[src/rtl/sprite_engine.sv]
// sprite_engine: hardware sprite compositor for a VGA scan-out.
//
// For every scan coordinate (x, y) it checks each sprite channel for
// coverage, issues a per-channel image ROM address, and picks the
// lowest-index opaque pixel once the ROM data returns. The pipeline never
// stalls and its latency is fixed at 2 + ROM_LAT cycles.
//
// Ports
//   clk, reset        system clock, asynchronous active-high reset
//   x, y              current scan coordinate
//   frame_start       one-cycle pulse; latches sprite state, rolls collision
//   spr_x, spr_y      per-channel top-left position, 10 bits per channel
//   spr_en, spr_flip  per-channel enable and horizontal mirror
//   rom_addr          per-channel ROM address {row, col}
//   rom_data          per-channel ROM pixel, ROM_LAT cycles after rom_addr
//   pix_color         winning pixel colour, 8'h00 when no sprite is opaque
//   pix_hit           an opaque sprite pixel was selected
//   hit_id            index of the winning channel, 0 without a hit
//   collision         sticky per-frame flag: two or more opaque sprites met
//   last_collision    collision value captured at the latest frame_start
module sprite_engine #(
  parameter int unsigned NUM_SPR = 2,
  parameter int unsigned SW_LOG2 = 6,
  parameter int unsigned SH_LOG2 = 6,
  parameter int unsigned ROM_LAT = 1,
  parameter logic [7:0]  TRANSP  = 8'h00
) (
  input  logic                                 clk,
  input  logic                                 reset,
  input  logic [9:0]                           x,
  input  logic [9:0]                           y,
  input  logic                                 frame_start,
  input  logic [NUM_SPR*10-1:0]                spr_x,
  input  logic [NUM_SPR*10-1:0]                spr_y,
  input  logic [NUM_SPR-1:0]                   spr_en,
  input  logic [NUM_SPR-1:0]                   spr_flip,
  output logic [NUM_SPR*(SH_LOG2+SW_LOG2)-1:0] rom_addr,
  input  logic [NUM_SPR*8-1:0]                 rom_data,
  output logic [7:0]                           pix_color,
  output logic                                 pix_hit,
  output logic [2:0]                           hit_id,
  output logic                                 collision,
  output logic                                 last_collision
);

  localparam int unsigned AW    = SH_LOG2 + SW_LOG2;
  localparam logic [10:0] SPR_W = 11'(1 << SW_LOG2);
  localparam logic [10:0] SPR_H = 11'(1 << SH_LOG2);

  // Shadow copies: sprite state only moves at frame boundaries.
  logic [NUM_SPR*10-1:0] sh_x_q, sh_y_q;
  logic [NUM_SPR-1:0]    sh_en_q, sh_flip_q;

  always_ff @(posedge clk or posedge reset) begin
    if (reset) begin
      sh_x_q    <= '0;
      sh_y_q    <= '0;
      sh_en_q   <= '0;
      sh_flip_q <= '0;
    end else if (frame_start) begin
      sh_x_q    <= spr_x;
      sh_y_q    <= spr_y;
      sh_en_q   <= spr_en;
      sh_flip_q <= spr_flip;
    end
  end

  // Stage 1: coverage test and ROM address per channel.
  logic [NUM_SPR-1:0]    in_range_d, in_range_q;
  logic [NUM_SPR*AW-1:0] rom_addr_d;

  for (genvar i = 0; i < NUM_SPR; i++) begin : g_stage1
    logic [10:0]        dx, dy;
    logic [SW_LOG2-1:0] col;

    // 11-bit differences: a coordinate left of / above the sprite wraps to a
    // large value and fails the range test, so sprites clip instead of wrap.
    assign dx  = {1'b0, x} - {1'b0, sh_x_q[10*i +: 10]};
    assign dy  = {1'b0, y} - {1'b0, sh_y_q[10*i +: 10]};
    // (2^SW_LOG2 - 1) - c is the bitwise complement of c
    assign col = sh_flip_q[i] ? ~dx[SW_LOG2-1:0] : dx[SW_LOG2-1:0];

    assign in_range_d[i]              = sh_en_q[i] & (dx < SPR_W) & (dy < SPR_H);
    assign rom_addr_d[AW*i +: AW]     = {dy[SH_LOG2-1:0], col};
  end

  always_ff @(posedge clk or posedge reset) begin
    if (reset) begin
      in_range_q <= '0;
      rom_addr   <= '0;
    end else begin
      in_range_q <= in_range_d;
      rom_addr   <= rom_addr_d;
    end
  end

  // Align the coverage flags with the ROM read latency.
  logic [NUM_SPR-1:0] in_range_al;

  if (ROM_LAT == 0) begin : g_no_dly
    assign in_range_al = in_range_q;
  end else begin : g_dly
    logic [NUM_SPR-1:0] dly_q [ROM_LAT];

    always_ff @(posedge clk or posedge reset) begin
      if (reset) begin
        for (int unsigned k = 0; k < ROM_LAT; k++) dly_q[k] <= '0;
      end else begin
        dly_q[0] <= in_range_q;
        for (int unsigned k = 1; k < ROM_LAT; k++) dly_q[k] <= dly_q[k-1];
      end
    end

    assign in_range_al = dly_q[ROM_LAT-1];
  end

  // Output stage: priority select. Scanning downwards lets the lowest index
  // overwrite, and any earlier find means at least two opaque channels.
  logic [7:0] color_d;
  logic       hit_d;
  logic [2:0] id_d;
  logic       multi_d;

  always_comb begin
    color_d = '0;
    hit_d   = 1'b0;
    id_d    = '0;
    multi_d = 1'b0;
    for (int i = int'(NUM_SPR) - 1; i >= 0; i--) begin
      if (in_range_al[i] && (rom_data[8*i +: 8] != TRANSP)) begin
        if (hit_d) multi_d = 1'b1;
        color_d = rom_data[8*i +: 8];
        hit_d   = 1'b1;
        id_d    = 3'(i);
      end
    end
  end

  always_ff @(posedge clk or posedge reset) begin
    if (reset) begin
      pix_color      <= '0;
      pix_hit        <= 1'b0;
      hit_id         <= '0;
      collision      <= 1'b0;
      last_collision <= 1'b0;
    end else begin
      pix_color <= color_d;
      pix_hit   <= hit_d;
      hit_id    <= id_d;
      // set wins over the frame_start clear
      collision <= multi_d | (collision & ~frame_start);
      if (frame_start) last_collision <= collision;
    end
  end

endmodule

[config.mk]
export PLATFORM = sky130hd
export DESIGN_NAME = sprite_engine
export DESIGN_NICKNAME = d
export VERILOG_FILES = /design/src/rtl/sprite_engine.sv
export SDC_FILE = /design/constraint.sdc
export NUM_CORES = 1
export LEC_CHECK = 0
export ABC_CLOCK_PERIOD_IN_PS = 3400
export CAP_MARGIN = 25
export CORE_MARGIN = 3
export CORE_UTILIZATION = 30
export CTS_CLUSTER_SIZE = 40
export DETAILED_ROUTE_END_ITERATION = 8
export GPL_TIMING_DRIVEN = 0
export PLACE_DENSITY = 0.53
export RECOVER_POWER = 25
export SYNTH_ARGS = -nofsm -noshare
export SYNTH_HDL_FRONTEND = slang
export SYNTH_SLANG_ARGS = --single-unit
[constraint.sdc]
create_clock -name clk -period 3.4 [get_ports clk]
set_input_delay 0.68 -clock clk [delete_from_list [all_inputs] [get_ports clk]]
set_output_delay 0.68 -clock clk [all_outputs]
set_load 0.01 [all_outputs]
==> impl_metrics.yaml, run 1 <==
clock_tree:
  insertion_delay_ns: 0.34
  tritoncts: "yes"
  cts_max_level: 3
  cts_root_buf: "clkbuf_16"
  cts-resized-gates: 0
  clockBufferDepth: 2
  path_clk_slew_ns: 0.06
  numCtsBuffers: 9
  cts_sinks: 84
  post_cts_buffers: 0
  postCtsHoldBufs: 0
cells_and_area:
  fillers: 1557
  drive_gt1_share_pct: 5.51
  area_growth_pct: 36.1
  post-route-util_pct: 42.6
  insertedDiodeCount: 0
  nets: 776
  instances_no_fill: 864
sta:
  max_freq_mhz: 330
  finalClockSkew_ns: 0.00409
  slew_viol_final: 86
  fin_crit_sh_pct: 89.1
  finalSetupViolations: 0
  worst_pin_slew_ns: 1.94
  hold_violations: 0
  grt_setup_unrepaired: "no"
  fin_crit_ns: 3.03
  slew-limit-headroom_pct: -29.6
floorplan:
  die_w_um: 133
  die_area_sq_um: 17800
  fp.dieH_um: 133
  start_util_pct: 31.3
  rows: 45
  ios: 121
  core_sq_um: 15500
global_routing:
  grt_pass1_vias: 4147
  use_met2_pct: 26.4
  grt_most_used_layer: "met2"
  grt_antenna_before_repair: 0
  grt_max_degree: 44
  overflow: 0
  grt_pass1_wl_mm: 21.0
  met3_usage_pct: 2.53
  gr-usage-met1_pct: 17.9
  track_usage_pct: 15.0
worst_setup_path:
  critical_path_class: "primary input to register"
  cp-start-kind: "primary input"
  cp.arrival_ns: 3.26
  required_ns: 3.63
  critPathCaptureType: "register"
  cp_max_fo: 3
pwr:
  ir_drop_mv: 0.226
  powerDensity_nw_per_um2: 465
  p_leak_nw: 2.94
place:
  hpwlAfterDp_mm: 10.4
  portBuffers: 117
  dp.cells: 849
  globalplace.congestion: 0.886
drt:
  postRouteWirelength_mm: 13.1
  avgRoutedWirePerCell_um: 15.2
  vias: 4073
  first_iter_violations: 170
  antenna_left: 0
  dr.pass1.iters: 4
  viasPerCell: 4.71
  drcViolationCount: 0
status:
  status: "finished with violations"
  violations: "max-capacitance violations, max-slew violations"
synthesis:
  yosys_warnings: 0
  synthTopCellsByCount: "dfrtp_1, nand2_1, o21ai_0"
  synth_top_cell_by_area: "dfrtp_1"
  avgSynthCellArea_sq_um: 9.39
  yosysMostFrequentCell: "dfrtp_1"
  synth_edf_count: 0
  syn-cell-area_sq_um: 4860
  async_flop_share_pct: 100
  yosysSeqAreaShare_pct: 43.2
  synth_seq_cells: 84
  yosysUniqueCellTypes: 61
  syn_inst: 518
  synth_flop_cell: "dfrtp_1"
  yosys-top-cells-area: "dfrtp_1, ha_1, o21ai_0"
  synth_top_area_share_pct: 43.2
min_path:
  hold_class: "register to register"
flow_run:
  cap_violations: 2
registers in the layout (all words and copies together) (netlist names):
name and cells:
last_collision 1, g_dly.dly_q 2, collision 1, rom_addr 24, sh_en_q 2, hit_id 1, sh_y_q 20, pix_hit 1
sh_flip_q 2, in_range_q 2, pix_color 8, sh_x_q 20
metal layers:
layer | share of wire, % | vias to the layer above
li1 | - | 2038
met1 | 44 | 1929
met2 | 50 | 91
met3 | 3.5 | 15
met4 | 2.1 | 0
met5 | 0 | -
kinds of logic (layout without fill, tap and decap cells):
kind of cell / count (synthesis) / count (layout) / synth area share, %
other: 1 / 2 / 0.0771
XOR/XNOR: 29 / 29 / 5.22
adder cells (fa/ha/maj): 44 / 44 / 11.9
AND/OR/NAND/NOR: 133 / 133 / 13.1
flip-flops: 84 / 84 / 43.2
buffers and inverters: 75 / 209 / 5.97
AO/OA/AOI/OAI: 139 / 139 / 17.5
multiplexers: 13 / 13 / 2.93
area by class of cell:
cell class                      count  area [sq um]  area share, %
Inverter                           58           219           3.31
Sequential cell                    84          2100           31.8
Timing Repair Buffer              119          1200           18.1
Clock buffer                       14           284           4.29
Buffer                             17          72.6           1.10
Multi-Input combinational cell    360          2470           37.4
Clock inverter                      1          5.00         0.0756
Tap cell                          211           264           3.99
power by group:
part / leakage [nW] / total (mW) / switching [mW] / internal [mW]
Sequential: 1.03 / 1.17 / 0.0424 / 1.13
Clock: 0.145 / 0.948 / 0.378 / 0.570
Combinational: 1.76 / 0.953 / 0.461 / 0.492
Total: 2.94 / 3.07 / 0.882 / 2.19
worst paths after layout:
path / startpoint / to / slack [ns] / depth (start not counted)
worst max-delay path: y[0] / in_range_q[0] / 0.37 / 10
worst min-delay path: in_range_q[0] / g_dly.dly_q[0] / 0.36 / 0
worst max register to register: sh_y_q[0] / in_range_q[0] / 0.85 / 8
worst min register to register: in_range_q[0] / g_dly.dly_q[0] / 0.36 / 0
max in group asynchronous: reset / sh_x_q[14] / 0.64 / 3
min in group asynchronous: reset / rom_addr[11] / 1.60 / 3
worst max-delay path: stages:
cell,delay (ns)
clkdlybuf4s50_1,0.46
inv_1,0.05
ha_1,0.25
fa_1,0.42
and2b_1,0.26
o2111a_1,0.21
o221ai_1,0.12
a2111oi_1,0.41
nand4_1,0.16
a2111oi_2,0.23
cells in the final DEF, fill, tap and decap left out, drive strengths merged, types with 3 or more instances in the layout:
cell           count
o2111ai            3
a31oi              3
nor4               3
xor2               6
o22ai              3
nand3              6
nand2b             4
a2111oi            3
dfrtp             84
or4                3
clkdlybuf4s50    116
nor2b              7
xnor2             23
a21boi             3
a21oi             23
nand4              4
nor2              21
mux2              10
mux2i              3
inv               57
fa                 4
nand2             67
o21a               7
o211ai             3
buf                5
o21ai             67
clkbuf            26
ha                40
a21o               9
per-stage QoR:
| stage | cell area, sq um | worst slack (ns) | hold slack, ns | power [mW] | setup TNS (ns) |
|---|---|---|---|---|---|
| floorplan | 4870 | 0.555 | 0.331 | 1.74 | 0 |
| global placement | 6300 | -0.915 | 0.334 | 2.13 | -76.18 |
| detailed placement | 6340 | 0.0120 | 0.346 | 2.15 | 0 |
| CTS | 6630 | 0.359 | 0.359 | 3.13 | 0 |
| global route | 6620 | 0.146 | 0.363 | 3.26 | 0 |
| finish | 6620 | 0.369 | 0.362 | 3.07 | 0 |
Power figures use the tool's default switching activity.
==> inputs of run 2 (changes only) <==
CTS_BUF_LIST = sky130_fd_sc_hd__clkbuf_4 sky130_fd_sc_hd__clkbuf_8 sky130_fd_sc_hd__clkbuf_16   (was default)
==> run 2 against run 1 <==
  * Die area is the same
  * Largest power group unchanged
  * The run still ends with max-capacitance violations, max-slew violations left
  * Wire length is the same
  * Via count is the same
  * Worst setup slack is essentially flat
  * Worst hold slack is the same
==> impl_metrics.yaml, run 2 (synthesized netlist as in run 1, its figures left out) <==
worst_setup_path:
  reg2regPathDepth: 8
  worstReg2RegStart: "sh_y_q[0]"
  required_ns: 3.63
  critical_path_class: "primary input to register"
  rrSetupSlack_ns: 0.85
  crit_end: "in_range_q[0]"
  cp.arrival_ns: 3.26
  cp-start-kind: "primary input"
  timing.rr.end: "in_range_q[0]"
  critPathCaptureType: "register"
  cp_max_fo: 3
  setup.worst_path.start: "y[0]"
sta:
  finalClockSkew_ns: 0.00401
  slew_viol_final: 86
  finalSetupViolations: 0
  fin_crit_sh_pct: 89.1
  grt_setup_unrepaired: "no"
  hold_violations: 0
  max_freq_mhz: 330
  worst_pin_slew_ns: 1.94
  fin_crit_ns: 3.03
  slew-limit-headroom_pct: -29.6
clock_tree:
  cts_sinks: 84
  insertion_delay_ns: 0.34
  clockBufferDepth: 2
  cts_max_level: 3
  cts_root_buf: "clkbuf_16"
  post_cts_buffers: 0
  cts-resized-gates: 0
  numCtsBuffers: 9
  tritoncts: "yes"
  postCtsHoldBufs: 0
  path_clk_slew_ns: 0.06
global_routing:
  overflow: 0
  grt_max_degree: 44
  grt_pass1_wl_mm: 21.0
  grt_pass1_vias: 4147
  grt_antenna_before_repair: 0
  track_usage_pct: 15.0
floorplan:
  rows: 45
  die_area_sq_um: 17800
  die_w_um: 133
  ios: 121
  start_util_pct: 31.3
  fp.dieH_um: 133
  core_sq_um: 15500
cells_and_area:
  area_growth_pct: 36.2
  insertedDiodeCount: 0
  largest_reg_flops: 24
  post-route-util_pct: 42.6
  reg_top3: "rom_addr: 24 flops, sh_x_q: 20 flops, sh_y_q: 20 flops"
  fillers: 1558
  nets: 776
  final_common_cell: "clkdlybuf4s50_1"
  regMostFlops: "rom_addr"
  final_area_sq_um: 6620
  final_cell_mix: "clkdlybuf4s50_1, dfrtp_1, nand2_1, o21ai_0, inv_1"
  drive_gt1_share_pct: 5.67
pwr:
  p_switching_mw: 0.882
  internal_power_mw: 2.20
  power_frac_clock_pct: 31.0
  p_seq_share_pct: 38.1
  switching_share_pct: 28.6
  powerDensity_nw_per_um2: 466
  ir_drop_mv: 0.226
  power_mw: 3.08
  combPwrFrac_pct: 30.9
  p_leak_nw: 2.94
place:
  portBuffers: 117
  globalplace.congestion: 0.886
  dpl_cell_area_sq_um: 6340
  hpwlAfterDp_mm: 10.4
drt:
  vias: 4073
  dr.pass1.iters: 4
  first_iter_violations: 170
  postRouteWirelength_mm: 13.1
  antenna_left: 0
  viasPerCell: 4.71
  met1_length_mm: 5.78
  top_layer: "met4"
  met2WireLength_mm: 6.59
  avgRoutedWirePerCell_um: 15.2
  met3_length_um: 455
  drcViolationCount: 0
flow_run:
  cap_violations: 2
min_path:
  worstHoldPathCells: 0
  hold_class: "register to register"
  min-delay-start: "in_range_q[0]"
status:
  violations: "max-capacitance violations, max-slew violations"
  status: "finished with violations"
## run 2: cell counts in the layout (fill, tap and decap cells not counted)
Identical to the previous run, type by type.
## run 2: routing by layer
| layer | track usage (%) | vias to the layer above |
|---|---|---|
| met3 | 2.53 | 15 |
| met2 | 26.4 | 91 |
| met5 | 0 | - |
| met4 | 6.51 | 0 |
| li1 | - | 2038 |
| met1 | 17.9 | 1929 |
## run 2: how the worst min path moves through the flow
stage	endpoint
final	g_dly.dly_q[0]
after detailed placement	g_dly.dly_q[0]
after global routing	g_dly.dly_q[0]
after global placement	g_dly.dly_q[0]
after floorplan	g_dly.dly_q[0]
after CTS	g_dly.dly_q[0]
## run 2: power groups by stage
stage	clock [mW]	combinational (mW)	sequential, mW
after floorplan	0	0.506	1.23
after global placement	0	0.942	1.19
after detailed placement	0	0.958	1.19
after CTS	0.998	0.965	1.18
after global routing	1.03	1.06	1.19
final	0.956	0.953	1.17
## run 2: area by class of cell
cell class,instances,area [sq um],share of cell area [%]
Clock inverter,1,5.00,0.0756
Tap cell,211,264,3.99
Inverter,58,219,3.31
Sequential cell,84,2100,31.8
Timing Repair Buffer,119,1200,18.1
Clock buffer,14,288,4.35
Multi-Input combinational cell,360,2470,37.4
Buffer,17,72.6,1.10
## run 2: worst max-delay path, stage by stage
cell and delay [ns]:
clkdlybuf4s50_1 0.46, inv_1 0.05, ha_1 0.25, fa_1 0.42
and2b_1 0.26, o2111a_1 0.21, o221ai_1 0.12, a2111oi_1 0.41
nand4_1 0.16, a2111oi_2 0.23
## run 2: stage by stage
stage	instances	worst slack (ns)	setup TNS [ns]	hold WS (ns)
global placement	847	-0.915	-76.18	0.334
floorplan	519	0.555	0	0.331
detailed placement	849	0.0120	0	0.346
CTS	864	0.359	0	0.359
global route	864	0.146	0	0.363
finish	864	0.369	0	0.362
==> inputs of run 3 (changes only) <==
CORE_UTILIZATION = 40   (was 30)
CTS_CLUSTER_DIAMETER = 120   (was default)
PLACE_DENSITY = 0.67   (was 0.53)
==> run 3 against run 2 <==
  * The flow still finishes with violations (max-capacitance violations, max-slew violations)
  * Worst hold slack worse by 0.013 ns
  * Core utilization up 14 points
  * Register-to-register slack about the same
  * Sequential share of layout area up 0.19 points
  * Largest power group unchanged
  * Wire length down 7.4%
  * Clock power up 13%
  * Clock-buffer cell count down 2
  * Die area down 24%
  * Cell area down 0.59%
  * Cell count down 7.9%
  * Power up 4.0%
  * Via count up 0.81%
==> impl_metrics.yaml, run 3 (synthesized netlist as in run 1, its figures left out) <==
status:
  status: "finished with violations"
  violations: "max-capacitance violations, max-slew violations"
worst_setup_path:
  cp.arrival_ns: 3.33
  required_ns: 3.63
  reg2regPathDepth: 8
  critPathCaptureType: "register"
  cp_max_fo: 3
  cp-start-kind: "primary input"
  critical_path_class: "primary input to register"
clock_tree:
  cts_sinks: 84
  cts-resized-gates: 0
  tritoncts: "yes"
  insertion_delay_ns: 0.34
  postCtsHoldBufs: 0
  cts_max_level: 3
  clockBufferDepth: 2
  numCtsBuffers: 9
  post_cts_buffers: 0
  path_clk_slew_ns: 0.06
  cts_root_buf: "clkbuf_16"
drt:
  antenna_left: 0
  viasPerCell: 5.16
  avgRoutedWirePerCell_um: 15.2
  postRouteWirelength_mm: 12.1
  vias: 4106
  drcViolationCount: 0
  dr.pass1.iters: 5
  first_iter_violations: 254
cells_and_area:
  area_growth_pct: 35.4
  post-route-util_pct: 56.4
  regMostFlops: "rom_addr"
  final_common_cell: "clkdlybuf4s50_1"
  nets: 775
  fillers: 1024
  final_cell_mix: "clkdlybuf4s50_1, dfrtp_1, nand2_1, o21ai_0, inv_1"
  reg_top3: "rom_addr: 24 flops, sh_x_q: 20 flops, sh_y_q: 20 flops"
  largest_reg_flops: 24
  drive_gt1_share_pct: 5.97
  insertedDiodeCount: 0
sta:
  finalSetupViolations: 0
  slew_viol_final: 33
  grt_setup_unrepaired: "no"
  slew-limit-headroom_pct: -2.28
  fin_crit_ns: 3.10
  worst_pin_slew_ns: 1.53
  hold_violations: 0
  fin_crit_sh_pct: 91.3
  finalClockSkew_ns: 0.00518
  max_freq_mhz: 322
min_path:
  worstHoldPathCells: 0
  hold_class: "register to register"
global_routing:
  overflow: 0
  grt_pass1_wl_mm: 19.8
  grt_pass1_vias: 3979
  grt_antenna_before_repair: 0
  track_usage_pct: 18.6
  grt_max_degree: 53
floorplan:
  die_area_sq_um: 13500
  die_w_um: 116
  rows: 39
  ios: 121
  start_util_pct: 41.7
  core_sq_um: 11700
  fp.dieH_um: 116
pwr:
  powerDensity_nw_per_um2: 487
  power_mw: 3.21
  p_leak_nw: 2.95
  ir_drop_mv: 0.299
place:
  hpwlAfterDp_mm: 9.47
  portBuffers: 117
  globalplace.congestion: 0.965
flow_run:
  cap_violations: 1
run 3: changes by cell type in the layout (fill, tap and decap cells not counted), sizes merged:
cell / delta
bufinv: +2
clkbuf: -2
dlymetal6s4s: -2
buf: +1
clkdlybuf4s50: -1
clkinv: +1
dlygate4sd3: +1
run 3: per-layer routing:
layer / vias up / GRT usage [%] / wire [um]
li1: 2039 / - / -
met1: 1939 / 24.5 / 5230
met2: 115 / 31.7 / 6040
met3: 13 / 2.64 / 681
met4: 0 / 6.19 / 181
met5: - / 0 / 0
run 3: final cells by class:
| class | instances | area (sq um) | area share, % |
|---|---|---|---|
| clock inverters | 4 | 70.1 | 1.06 |
| inverters | 58 | 219 | 3.33 |
| multi-input cells | 360 | 2470 | 37.6 |
| well taps | 143 | 179 | 2.72 |
| repair buffers | 118 | 1200 | 18.2 |
| plain buffers | 17 | 72.6 | 1.10 |
| flip-flops and latches | 84 | 2100 | 31.9 |
| clock buffers | 12 | 267 | 4.05 |
run 3: path summary, 6_finish.rpt:
path                            slack, ns        endpoint          start
worst max-delay path                 0.30   in_range_q[0]           y[0]
worst min-delay path                 0.35  g_dly.dly_q[0]  in_range_q[0]
worst max register to register       0.84   in_range_q[0]      sh_y_q[0]
worst min register to register       0.35  g_dly.dly_q[0]  in_range_q[0]
max in group asynchronous            1.40       sh_y_q[6]          reset
min in group asynchronous            1.15    rom_addr[18]          reset
run 3: per-stage QoR:
stage | cell area (sq um) | hold slack, ns | instances | worst slack [ns] | setup TNS (ns)
finish | 6580 | 0.349 | 796 | 0.297 | 0
detailed placement | 6250 | 0.336 | 780 | 0.0195 | 0
global placement | 6220 | 0.332 | 779 | -0.756 | -62.99
CTS | 6580 | 0.350 | 796 | 0.367 | 0
floorplan | 4870 | 0.331 | 519 | 0.555 | 0
global route | 6580 | 0.352 | 796 | 0.0997 | 0
run 3: worst max-delay path, stage by stage:
cell and delay [ns]:
dlygate4sd3_1 0.53, inv_1 0.05, ha_1 0.25, fa_1 0.41, and2b_1 0.26, o2111a_1 0.23, o221ai_1 0.13, a2111oi_1 0.42
nand4_1 0.16, a2111oi_2 0.22
run 3: power by group:
group	switching (mW)	total, mW	internal [mW]
clock network	0.381	1.08	0.701
logic	0.458	0.951	0.493
registers	0.0425	1.17	1.13
